## src/rtl/gaussian_row_stream.sv

```systemverilog
// Streaming 5-tap [1 4 6 4 1]/16 horizontal Gaussian with per-row zero padding, centre alignment
// and a show-ahead output FIFO whose free space gates both input acceptance and flush shifts.
module gaussian_row_stream #(
  parameter int unsigned DATA_W     = 8,
  parameter int unsigned ROW_W      = 400,
  parameter int unsigned ROWS       = 300,
  parameter int unsigned FIFO_DEPTH = 16
) (
  input  logic              i_clk,
  input  logic              i_rst_n,
  input  logic              i_enable,
  input  logic              i_in_valid,
  input  logic [DATA_W-1:0] i_din,
  output logic              o_in_ready,
  output logic              o_out_valid,
  output logic [DATA_W-1:0] o_dout,
  input  logic              i_out_ready,
  output logic              o_row_done,
  output logic              o_frame_done
);

  localparam int unsigned KW = $clog2(ROW_W + 3);
  localparam int unsigned RW = $clog2(ROWS + 1);
  localparam int unsigned AW = $clog2(FIFO_DEPTH);
  localparam int unsigned CW = AW + 1;
  localparam int unsigned SW = DATA_W + 4;

  typedef enum logic [1:0] {StIdle, StRun, StFlush} state_e;

  state_e            r_state, w_state_next;
  logic [DATA_W-1:0] r_w [5];
  logic [KW-1:0]     r_k;
  logic [RW-1:0]     r_row;
  logic [DATA_W-1:0] r_y;
  logic              r_y_vld;
  logic              r_row_done, r_frame_done;

  logic [DATA_W-1:0] r_mem [FIFO_DEPTH];
  logic [AW-1:0]     r_wptr, r_rptr;
  logic [CW-1:0]     r_count;
  logic [DATA_W-1:0] r_hold;

  logic              w_space, w_shift, w_row_end, w_last_row, w_push, w_pop;
  logic [DATA_W-1:0] w_new;
  logic [KW-1:0]     w_k_next;
  logic [SW-1:0]     w_sum;
  logic [DATA_W-1:0] w_y;
  logic              w_unused_lsb;

  // The result in flight counts against FIFO space so a shift can never overflow it.
  assign w_space    = (r_count + CW'(r_y_vld)) < CW'(FIFO_DEPTH);
  assign w_shift    = w_space & (((r_state == StRun) & i_in_valid) | (r_state == StFlush));
  assign w_new      = (r_state == StRun) ? i_din : '0;
  assign w_k_next   = r_k + KW'(1);
  assign w_row_end  = w_shift & (r_state == StFlush) & (r_k == KW'(ROW_W + 1));
  assign w_last_row = (r_row == RW'(ROWS - 1));

  // Filter the post-shift window so the last flush result survives the end-of-row clear.
  assign w_sum = SW'(r_w[3]) + (SW'(r_w[2]) << 2) + (SW'(r_w[1]) << 2) + (SW'(r_w[1]) << 1)
               + (SW'(r_w[0]) << 2) + SW'(w_new) + SW'(8);
  assign w_y          = w_sum[SW-1:4];
  assign w_unused_lsb = ^w_sum[3:0];

  always_comb begin
    w_state_next = r_state;
    case (r_state)
      StIdle:  if (i_enable) w_state_next = StRun;
      StRun:   if (w_shift && (r_k == KW'(ROW_W - 1))) w_state_next = StFlush;
      StFlush: if (w_row_end) w_state_next = w_last_row ? StIdle : StRun;
      default: w_state_next = StIdle;
    endcase
  end

  always_ff @(posedge i_clk or negedge i_rst_n) begin
    if (!i_rst_n) begin
      r_state      <= StIdle;
      r_k          <= '0;
      r_row        <= '0;
      r_y          <= '0;
      r_y_vld      <= 1'b0;
      r_row_done   <= 1'b0;
      r_frame_done <= 1'b0;
      for (int i = 0; i < 5; i++) r_w[i] <= '0;
    end else begin
      r_state      <= w_state_next;
      r_row_done   <= w_row_end;
      r_frame_done <= w_row_end & w_last_row;
      r_y_vld      <= w_shift & (w_k_next >= KW'(3));
      if (w_shift) r_y <= w_y;
      if (w_row_end) begin
        r_k   <= '0;
        r_row <= w_last_row ? '0 : r_row + RW'(1);
        for (int i = 0; i < 5; i++) r_w[i] <= '0;
      end else if (w_shift) begin
        r_k    <= w_k_next;
        r_w[0] <= w_new;
        for (int i = 1; i < 5; i++) r_w[i] <= r_w[i-1];
      end
    end
  end

  assign w_push = r_y_vld;
  assign w_pop  = o_out_valid & i_out_ready;

  always_ff @(posedge i_clk) begin
    if (w_push) r_mem[r_wptr] <= r_y;
  end

  // r_hold keeps the last popped value so dout does not change while the FIFO is empty.
  always_ff @(posedge i_clk or negedge i_rst_n) begin
    if (!i_rst_n) begin
      r_wptr  <= '0;
      r_rptr  <= '0;
      r_count <= '0;
      r_hold  <= '0;
    end else begin
      if (w_push) r_wptr <= r_wptr + AW'(1);
      if (w_pop) begin
        r_rptr <= r_rptr + AW'(1);
        r_hold <= r_mem[r_rptr];
      end
      case ({w_push, w_pop})
        2'b10:   r_count <= r_count + CW'(1);
        2'b01:   r_count <= r_count - CW'(1);
        default: r_count <= r_count;
      endcase
    end
  end

  assign o_in_ready   = (r_state == StRun) & w_space;
  assign o_out_valid  = (r_count != '0);
  assign o_dout       = (r_count == '0) ? r_hold : r_mem[r_rptr];
  assign o_row_done   = r_row_done;
  assign o_frame_done = r_frame_done;

endmodule

```

## config.mk

```make
export PLATFORM = sky130hd
export DESIGN_NAME = gaussian_row_stream
export DESIGN_NICKNAME = d
export VERILOG_FILES = /design/src/rtl/gaussian_row_stream.sv
export SDC_FILE = /design/constraint.sdc
export NUM_CORES = 1
export LEC_CHECK = 0
export CORE_MARGIN = 8
export CORE_UTILIZATION = 60
export CTS_CLUSTER_SIZE = 20
export DETAILED_ROUTE_END_ITERATION = 10
export PLACE_DENSITY_LB_ADDON = 0.1
export SLEW_MARGIN = 10
export SYNTH_ARGS = -nofsm -noshare
export SYNTH_HDL_FRONTEND = slang
export SYNTH_SLANG_ARGS = --single-unit
```

## constraint.sdc

```tcl
create_clock -name i_clk -period 4.88 [get_ports i_clk]
set_input_delay 0.976 -clock i_clk [delete_from_list [all_inputs] [get_ports i_clk]]
set_output_delay 0.976 -clock i_clk [all_outputs]
set_load 0.02 [all_outputs]
```

==> results.md <==
* Ant diodes at 0
* Initial antenna violation count at 0
* Core Box Area at approximately 0.016 sq mm
* Total nets after synthesis at 792
* WS Path Type: in -> reg
* DRC at 0
* Filler cell count at 1140
* GRT Resource Usage Total at 0.186
* Fraction of layout cells with a size suffix above 1 at 0.126
* Final period utilization at 0.896
* Setup Buffers After CTS at 0
* Synthesized instance count at 719
* Layout area overhead at 11.2%
* Sink Count at 212
* Die area at 0.0210 sq mm
* Maxcap violations at 0
* Largest net degree at the start of global routing at between 60 and 70
* Slew headroom at 0.212
* Worst reg2reg setup slack at 650 ps
* Setup TNS at 0 ps
* Die Span X at 145 microns
* Register area share after synthesis at 0.596
* Worst-path clk slew at 60 ps
* CP required at about 5300 ps
* Post-synth ARST share at 0.396
* Final max-slew violation count at 0
* EDFF count, synth at between 100 and 150
* Clock insertion delay at the later pin of the skew report at 510 ps
* Post-route ant nets at 0
* Syn. warnings at 0
* CP arrival at ~4800 ps
* Hold Crit Class: in -> async
* Main synth FF type: edfxtp_1
* Initial Util at 0.608
* Num CTS Buffers at 22
* CTS tree: built
* Least-Margin Pin Slew at 1170 ps
* Clock Root Buffer: clkbuf_16
* Vias in the first global route at approximately 5800
* PortBufs at 24
* Commonest non-fill, non-tap cell in the layout: edfxtp_1
* Routed vias at ~5600
* Drt first pass iters at 5
* Commonest non-fill, non-tap cells in the layout: 128 x edfxtp_1, 83 x dfrtp_1, 67 x nand2_1, 60 x o21ai_0, 59 x inv_1
* Worst-case clock buffer depth at 3
* Routed wire length at between 15000 and 20000 microns
* Highest Clock Rate at approximately 230 MHz
* Num ports at 25
* Syn avg cell area at 13.9 sq um
* Crit path launch type: input port
* 1st-iter DRT viols at 336
* Placer Congestion at 0.831
* Final core occ at 0.676
* Worst setup EP type: flop
* Outcome: finished clean
* Final setup vio count at 0
* Die height at 145 microns
* Fin nets at between 800 and 900
* Synth Register Bits at 212
* Mapped cell area at 0.00997 sq mm
* Final hold vios at 0
* Worst-path fanout max at 3
* RSZ-0062 raised after global routing: false
* Setup Skew at 21.2 ps
* Hpwl dp at 12300 microns
* Total grt overflow at 0
* Wire per inst at 18.8 microns
* Vias per cell at 5.75
* CTS H-tree depth at 1
* # resized after CTS at 0
* Global-route wire length before repair at ~30000 microns
* Hold Buf Count CTS at 0
* Placement row count at 47
* Cell variety after synth at between 50 and 60
* Tmin final at 4370 ps
sequential cells by signal, summed over array words and instances (netlist names):
name / cells
r_w: 32
r_row: 9
r_rptr: 4
r_mem: 128
r_wptr: 4
o_frame_done: 1
o_row_done: 1
r_y_vld: 1
r_k: 9
r_hold: 8
r_count: 5
r_state: 2
r_y: 8
layout make-up:
| cell class | count | area, sq um | area share |
|---|---|---|---|
| clock inverter | 8 | 108 | 0.00971 |
| tap | 220 | 275 | 0.0248 |
| timing repair buffer | 30 | 283 | 0.0255 |
| inverter | 59 | 221 | 0.0200 |
| sequential | 212 | 5950 | 0.537 |
| multi-input combinational | 415 | 3650 | 0.329 |
| clock buffer | 32 | 598 | 0.0540 |
critical path: stages:
cell and delay, ps:
clkdlybuf4s50_1 450, and2_1 150, fa_1 440, fa_1 370, inv_1 90, fa_1 410, inv_1 70, ha_1 230
a31o_2 210, ha_1 210, inv_1 80, fa_1 200, nor2b_1 70, o31a_1 260, o21a_1 190, o21a_1 170
o31ai_1 220
layer usage:
layer / wire length (microns) / global-route usage / share of wire
met1: 7880 / 0.244 / 0.43
met5: 0 / 0 / 0
met4: 522 / 0.0602 / 0.028
met3: 842 / 0.0289 / 0.046
met2: 9080 / 0.311 / 0.50
Yosys cell counts (3+ instances only):
library cell / count / area, sq um
nand2b_1: 6 / 37.5
buf_2: 15 / 75.1
inv_1: 59 / 221
buf_4: 3 / 22.5
nor2_1: 30 / 113
fa_1: 30 / 601
a22o_1: 13 / 114
a21oi_1: 12 / 60.1
o21a_1: 4 / 30.0
nand3_1: 13 / 65.1
xor2_1: 9 / 78.8
mux2i_1: 9 / 90.1
nand2_1: 67 / 251
a31oi_1: 3 / 18.8
o21ai_0: 60 / 300
clkbuf_1: 11 / 41.3
a21o_1: 6 / 45.0
nor2b_1: 6 / 37.5
and2_1: 7 / 43.8
nor3_1: 9 / 45.0
mux4_2: 32 / 721
mux2_2: 11 / 124
ha_1: 30 / 375
edfxtp_1: 128 / 3840
nand4_1: 6 / 37.5
and3_1: 5 / 31.3
dfrtp_1: 84 / 2100
xnor2_1: 10 / 87.6
o31ai_1: 10 / 75.1
per-stage QoR:
step	setup WS, ps	instance area, sq um	hold WS, ps	cells
after floorplan	656	9970	430	719
after global placement	115	10400	451	936
after detailed placement	17.6	10400	457	936
after CTS	487	11100	424	976
after global routing	288	11100	440	976
final	505	11100	421	976
worst paths after layout:
check,cells after the start,start,endpoint
worst min register to register,1,r_row[8],r_row[8]
worst min-delay path,1,i_rst_n,r_hold[2]
worst max register to register,18,r_state[0],r_y[6]
worst max-delay path,17,i_din[2],r_y[6]
min in group i_clk,1,r_row[8],r_row[8]
max in group asynchronous,2,i_rst_n,r_wptr[1]
cells by family (layout without fill, tap and decap cells):
| logic type | count (synthesis) | in the layout | share of synthesized area |
|---|---|---|---|
| compound gates | 119 | 119 | 0.0731 |
| xor+xnor | 19 | 19 | 0.0167 |
| fa+ha+maj | 60 | 60 | 0.0979 |
| buf+inv | 92 | 129 | 0.0393 |
| flops | 212 | 212 | 0.596 |
| mux | 52 | 52 | 0.0938 |
| simple gates | 165 | 165 | 0.0828 |
Power is not shown: default switching activity piles up to over one toggle a cycle in this logic, so the estimate is an artifact.
